`src/rtl/field_mul_array.sv`:
```
`default_nettype none
// ============================================================================
//  Module   : field_mul_array
//  Purpose  : NLANES-lane prime-field multiplier. Each lane computes
//             c = a*b mod PRIME (mac=0) or c = c + a*b mod PRIME (mac=1)
//             using MSB-first bit-serial interleaved modular
//             multiplication. One bit of b is consumed per cycle and all
//             lanes share one control FSM.
//  Ports    : clk, rstb (async active-low)
//             en, mac, lane_mask : request and mode, sampled when ready=1
//             a, b               : packed operands, lane i at [i*NBITS +: NBITS]
//             ready              : idle / able to accept en
//             ready_pulse        : one-cycle strobe, c has just updated
//             c                  : packed registered results (reset to 1)
//             err                : sticky dropped-request flag, present only
//                                  when FIELD_MUL_ARRAY_ERR_EN is defined
//  Options  : FIELD_MUL_ARRAY_ERR_EN adds the err output.
//  Revision : 1.0 - initial release
// ============================================================================
module field_mul_array #(
    parameter int unsigned      NBITS  = 61,
    parameter logic [NBITS-1:0] PRIME  = 61'h1FFF_FFFF_FFFF_FFFF,
    parameter int unsigned      NLANES = 4
) (
    input  logic                     clk,
    input  logic                     rstb,
    input  logic                     en,
    input  logic                     mac,
    input  logic [NLANES-1:0]        lane_mask,
    input  logic [NLANES*NBITS-1:0]  a,
    input  logic [NLANES*NBITS-1:0]  b,
    output logic                     ready_pulse,
    output logic                     ready,
    output logic [NLANES*NBITS-1:0]  c
`ifdef FIELD_MUL_ARRAY_ERR_EN
    ,
    output logic                     err
`endif
);

    localparam int unsigned      c_CW      = (NBITS > 1) ? $clog2(NBITS) : 1;
    localparam logic [NBITS:0]   c_PRIME_X = {1'b0, PRIME};

    typedef enum logic [1:0] {
        S_IDLE = 2'd0,
        S_RUN  = 2'd1,
        S_ACC  = 2'd2,
        S_DONE = 2'd3
    } state_t;

    state_t              r_state;
    state_t              w_state_nxt;
    logic [c_CW-1:0]     r_cnt;
    logic                r_mac;
    logic [NLANES-1:0]   r_mask;
    logic                w_accept;
    logic                w_last;
    logic                w_load_c;

    // DONE doubles as an accepting state so back-to-back requests see no bubble.
    assign ready       = (r_state == S_IDLE) || (r_state == S_DONE);
    assign ready_pulse = (r_state == S_DONE);
    assign w_accept    = en && ready;
    assign w_last      = (r_cnt == '0);
    // Results are written on the edge that enters DONE, so c is already
    // valid during the ready_pulse cycle. Nothing is written earlier, so an
    // aborted operation never exposes a partial value.
    assign w_load_c    = ((r_state == S_RUN) && w_last && !r_mac) || (r_state == S_ACC);

    always_comb begin
        w_state_nxt = r_state;
        case (r_state)
            S_IDLE:  if (en) w_state_nxt = S_RUN;
            S_RUN:   if (w_last) w_state_nxt = r_mac ? S_ACC : S_DONE;
            S_ACC:   w_state_nxt = S_DONE;
            S_DONE:  w_state_nxt = en ? S_RUN : S_IDLE;
            default: w_state_nxt = S_IDLE;
        endcase
    end

    always_ff @(posedge clk or negedge rstb) begin
        if (!rstb) begin
            r_state <= S_IDLE;
            r_cnt   <= '0;
            r_mac   <= 1'b0;
            r_mask  <= '0;
        end else begin
            r_state <= w_state_nxt;
            if (w_accept) begin
                r_cnt  <= c_CW'(NBITS - 1);
                r_mac  <= mac;
                r_mask <= lane_mask;
            end else if ((r_state == S_RUN) && !w_last) begin
                r_cnt  <= r_cnt - 1'b1;
            end
        end
    end

    for (genvar gi = 0; gi < NLANES; gi++) begin : g_lane
        logic [NBITS-1:0] r_a;
        logic [NBITS-1:0] r_b;      // shifted left each RUN cycle; MSB is the current bit
        logic [NBITS-1:0] r_acc;
        logic [NBITS-1:0] r_c;
        logic [NBITS-1:0] w_a_raw;
        logic [NBITS-1:0] w_b_raw;
        logic [NBITS-1:0] w_a_red;
        logic [NBITS-1:0] w_b_red;
        logic [NBITS:0]   w_dbl;
        logic [NBITS:0]   w_dbl_red;
        logic [NBITS:0]   w_add;
        logic [NBITS-1:0] w_step;
        logic [NBITS:0]   w_sum;
        logic [NBITS-1:0] w_macc;

        assign w_a_raw = a[gi*NBITS +: NBITS];
        assign w_b_raw = b[gi*NBITS +: NBITS];

        // PRIME > 2^(NBITS-1), so one conditional subtract fully reduces an input.
        assign w_a_red = ({1'b0, w_a_raw} >= c_PRIME_X) ? (w_a_raw - PRIME) : w_a_raw;
        assign w_b_red = ({1'b0, w_b_raw} >= c_PRIME_X) ? (w_b_raw - PRIME) : w_b_raw;

        // Interleaved step: acc = 2*acc (+ a) mod PRIME, every partial < 2*PRIME.
        assign w_dbl     = {r_acc, 1'b0};
        assign w_dbl_red = (w_dbl >= c_PRIME_X) ? (w_dbl - c_PRIME_X) : w_dbl;
        assign w_add     = r_b[NBITS-1] ? (w_dbl_red + {1'b0, r_a}) : w_dbl_red;
        assign w_step    = (w_add >= c_PRIME_X) ? NBITS'(w_add - c_PRIME_X) : NBITS'(w_add);

        // Accumulate with the previous result; both terms are already reduced.
        assign w_sum  = {1'b0, r_acc} + {1'b0, r_c};
        assign w_macc = (w_sum >= c_PRIME_X) ? NBITS'(w_sum - c_PRIME_X) : NBITS'(w_sum);

        always_ff @(posedge clk or negedge rstb) begin
            if (!rstb) begin
                r_a   <= '0;
                r_b   <= '0;
                r_acc <= '0;
                r_c   <= NBITS'(1);
            end else begin
                if (w_accept) begin
                    r_a   <= w_a_red;
                    r_b   <= w_b_red;
                    r_acc <= '0;
                end else if (r_state == S_RUN) begin
                    r_acc <= w_step;
                    r_b   <= r_b << 1;
                end else if (r_state == S_ACC) begin
                    r_acc <= w_macc;
                end
                if (w_load_c && r_mask[gi]) begin
                    r_c <= (r_state == S_ACC) ? w_macc : w_step;
                end
            end
        end

        assign c[gi*NBITS +: NBITS] = r_c;
    end

`ifdef FIELD_MUL_ARRAY_ERR_EN
    logic r_err;

    always_ff @(posedge clk or negedge rstb) begin
        if (!rstb) begin
            r_err <= 1'b0;
        end else if (en && !ready) begin
            r_err <= 1'b1;
        end
    end

    assign err = r_err;
`endif

endmodule
`default_nettype wire

```
`config.mk`:
```
export PLATFORM = sky130hd
export DESIGN_NAME = field_mul_array
export DESIGN_NICKNAME = d
export VERILOG_FILES = /design/src/rtl/field_mul_array.sv
export SDC_FILE = /design/constraint.sdc
export NUM_CORES = 2
export LEC_CHECK = 0
export BUFFER_PORTS_ARGS = -buffer_cell sky130_fd_sc_hd__buf_2
export CORE_MARGIN = 8
export CORE_UTILIZATION = 45
export DETAILED_ROUTE_END_ITERATION = 10
export HOLD_SLACK_MARGIN = 0.1
export PLACE_DENSITY = 0.65
export SLEW_MARGIN = 25
export SYNTH_ARGS = -nofsm -noshare
export SYNTH_HDL_FRONTEND = slang
export SYNTH_SLANG_ARGS = --single-unit
```
`constraint.sdc`:
```
create_clock -name clk -period 5.71 [get_ports clk]
set_clock_uncertainty 0.1 [all_clocks]
set_input_delay 0.571 -clock clk [delete_from_list [all_inputs] [get_ports clk]]
set_output_delay 0.571 -clock clk [all_outputs]
set_load 0.005 [all_outputs]
```
==> flow_summary.json <==
{
  "crit_path_frequent_cell": "buf_4",
  "holdPathStages": 3,
  "worstSetupPathType": "flip-flop to flip-flop",
  "synth_edf_count": 0,
  "clk_pin_slew_worst_paths_ns": 0.07,
  "ys_seq_elements": 989,
  "cts_buffers": 118,
  "synth_compound_area_frac": 0.2867,
  "rr_worst_depth": 20,
  "regArea_um2": 24770,
  "firstDrtPassIters": 8,
  "power_density_nw_per_um2": 684.0,
  "cp.required_ns": 6.23,
  "maxSlewViolCount": 0,
  "cp_cell_sequence": "ha_1, nand2_1, o31ai_4, buf_4, a211oi_1, buf_4, o21ai_1, xnor2_1, or3_1, nor4_4, buf_4, nand4_1, or3_1, buf_4, o21ai_4, buf_12, nand3_1, or2_2, xnor2_1, o21ai_0",
  "wl_um": 468100,
  "r2r-start": "g_lane[2].r_acc[4]$_DFFE_PN0P_",
  "first_iter_violations": 12920,
  "layout_setup_ws_ns": 0.03345,
  "antenna_left": 0,
  "drive_gt1_frac": 0.1588,
  "core_area_um2": 211500,
  "ys_seq_area_frac": 0.2593,
  "io_buffers": 741,
  "min_period_ns": 5.677,
  "root_buffer": "clkbuf_16",
  "synthFlopType": "dfrtp_1",
  "synth_area_um2": 95450,
  "synth-simple-area-share": 0.2524,
  "fmax_mhz": 176.2,
  "outcome": "complete, no violations",
  "clk_path_buf_depth": 3,
  "antenna_found_initial": 36,
  "synth_nets": 13380,
  "syn_avg_cell_area_um2": 7.717,
  "synth.largest_area_cell": "dfrtp_1",
  "finalInstanceArea_um2": 116800,
  "wl_per_cell_um": 27.84,
  "r2r_slack_ns": 0.03,
  "gr-usage-all-layers": 0.3855,
  "place.gp.congestion": 1.040,
  "timing.slew.headroom": 0.2581,
  "fill_cells": 19590,
  "cp_slowest_stage_delay_ns": 0.50,
  "arrival_ns": 6.19,
  "cp_max_fo": 10,
  "hold_violations": 0,
  "hpwl_um": 368800,
  "area_delta_synth_final_pct": 22.39,
  "worst_pin_slew_ns": 1.113,
  "clkLatencyLatePin_ns": 0.85,
  "leakagePower_nw": 48.55,
  "synth_top_area_share": 0.2582,
  "syn_inst": 12370,
  "post_dp_cell_area_um2": 106800,
  "drc_errors": 0,
  "rsz0062_at_grt": "yes",
  "grt_pass1_wl_um": 685800,
  "vias_per_cell": 6.608,
  "ir_worst_vdd_mv": 0.6584,
  "final_util": 0.5525,
  "cts_tree": "done",
  "place_ws_ns": -0.06719,
  "finalSetupViolations": 0,
  "synthArstFlopShare": 1.000,
  "io_pins": 742,
  "grt_max_degree": 161,
  "grt_pass1_vias": 106500,
  "overflow": 0,
  "synth_area_leaders": "dfrtp_1, ha_1, nand2_1",
  "synth.distinct_cells": 118,
  "cp_slowest_cell": "o31ai_4",
  "min_path_type": "input port to flip-flop",
  "final_nets": 14880,
  "vias": 111100,
  "synth_top_family_by_area": "compound AO/OA/AOI/OAI gates",
  "timing.rr.end": "g_lane[2].r_acc[33]$_DFFE_PN0P_",
  "htreeDepth": 3,
  "min_delay_worst_endpoint": "g_lane[3].r_a[0]$_DFFE_PN0P_",
  "clock-sinks": 989,
  "die_w_um": 476.6,
  "synthMuxAreaShare": 0.03742,
  "yosysWarnings": 0,
  "initial_core_util": 0.4514,
  "cp-end-kind": "flip-flop",
  "multiInputGateArea_um2": 68170,
  "placement_rows": 169,
  "synth-adder-area-share": 0.06866,
  "synthXorXnorAreaFrac": 0.05955,
  "die_area_um2": 227100,
  "min-delay-start": "a[183]",
  "die_h_um": 476.6,
  "period_share": 0.9941,
  "maxCapViolations": 0,
  "crit_path_start_kind": "flip-flop"
}
-- metal layers --
layer  vias to the layer above  GRT usage  share of wire
met5                         -          0        0.00015
met4                        10     0.2091          0.068
met3                      1190    0.07842          0.097
met2                      6450     0.6018           0.44
met1                     53540     0.5015           0.40
li1                      49910          -              -
-- final cells by class --
type,instances,area share
Antenna cell,27,0.0005784
Timing Repair Buffer,2095,0.1321
Tap cell,2821,0.03021
Clock inverter,64,0.007647
Clock buffer,156,0.02855
Inverter,166,0.005387
Sequential cell,989,0.2120
Multi-Input combinational cell,10490,0.5835
-- kinds of logic after synthesis --
kind of cell / after synthesis
mux: 352
fa+ha+maj: 519
simple gates: 4824
compound gates: 4150
buf+inv: 886
flops: 989
xor+xnor: 649
-- Yosys cell counts, drive strengths merged (203+ instances only) --
| cell | instances |
|---|---|
| a21o | 224 |
| a21oi | 1025 |
| a22o | 258 |
| clkbuf | 607 |
| dfrtp | 985 |
| ha | 511 |
| mux2i | 313 |
| nand2 | 1364 |
| nand3 | 337 |
| nand4 | 450 |
| nor2 | 1102 |
| nor3 | 371 |
| nor4 | 203 |
| o21ai | 1036 |
| xnor2 | 374 |
| xor2 | 275 |
-- metrics by stage --
step           cells  hold slack [ns]  power, mW  TNS (ns)
6_report       16810           0.1717      79.90         0
5_1_grt        16800           0.1382      84.44    -1.177
4_1_cts        16770           0.1130      77.56         0
3_5_place_dp   16060           0.3731      68.66   -0.1366
3_3_place_gp   16060           0.3579      67.88  -0.09154
2_1_floorplan  12370           0.1754      47.93         0
-- worst max-delay path by stage --
stage | endpoint | slack (ns) | startpoint
final | g_lane[2].r_acc[33]$_DFFE_PN0P_ | 0.03 | g_lane[2].r_acc[4]$_DFFE_PN0P_
after global routing | g_lane[2].r_c[33]$_DFFE_PN0P_ | -0.1 | g_lane[2].r_c[0]$_DFFE_PN1P_
after CTS | g_lane[0].r_acc[49]$_DFFE_PN0P_ | 0.02 | g_lane[0].r_acc[15]$_DFFE_PN0P_
after detailed placement | g_lane[2].r_acc[60]$_DFFE_PN0P_ | -0.07 | g_lane[2].r_acc[11]$_DFFE_PN0P_
after global placement | g_lane[2].r_acc[60]$_DFFE_PN0P_ | -0.09 | g_lane[2].r_c[0]$_DFFE_PN1P_
after floorplan | g_lane[1].r_c[29]$_DFFE_PN0P_ | 0.42 | g_lane[1].r_b[60]$_DFFE_PN0P_
-- layout by cell type, fill, tap and decap left out, types with 272 or more instances in the layout --
cell type / Yosys / layout
ha_1: 511 / 495
xor2_1: 275 / 272
nor2_1: 1102 / 1091
a21oi_1: 1019 / 998
o21ai_0: 984 / 966
nand3_1: 336 / 334
dlygate4sd3_1: 0 / 486
nand4_1: 448 / 448
xnor2_1: 374 / 371
buf_4: 4 / 842
dfrtp_1: 985 / 980
nor3_1: 361 / 355
nand2_1: 1363 / 1354
mux2i_1: 313 / 311
buf_2: 55 / 740
-- what timing repair did --
action	4_1_cts	5_1_grt
hold endpoints to repair	535	0
gates resized for setup	10	147
buffers inserted	1	16
pin swaps	2	25
gates cloned	0	1
setup endpoints to repair	16	428
hold buffers	486	0
-- worst max-delay path: cells and delay by family (launching register included) --
family / cells / cell delay (ns)
AOI/OAI and AO/OA: 5 / 1.32
xor gates and xnor gates: 2 / 0.39
adders and majority gates: 1 / 0.44
buffers and inverters: 5 / 0.93
DFF: 1 / 0.48
and+or+nand+nor: 7 / 1.82
-- power breakdown --
group	leakage [nW]	internal [mW]	switching, mW
sequential	12.3	10.4	4.37
combinational	34.2	20.8	36.0
clock	2.04	4.78	3.52
total	48.6	36.0	43.9
-- flip-flops by register name, summed over array words and instances, names as in the netlist --
register,count
g_lane.r_a,244
g_lane.r_acc,244
g_lane.r_b,244
g_lane.r_c,244
r_cnt,6
r_mac,1
r_mask,4
r_state,2
(Power assumes the default switching activity.)
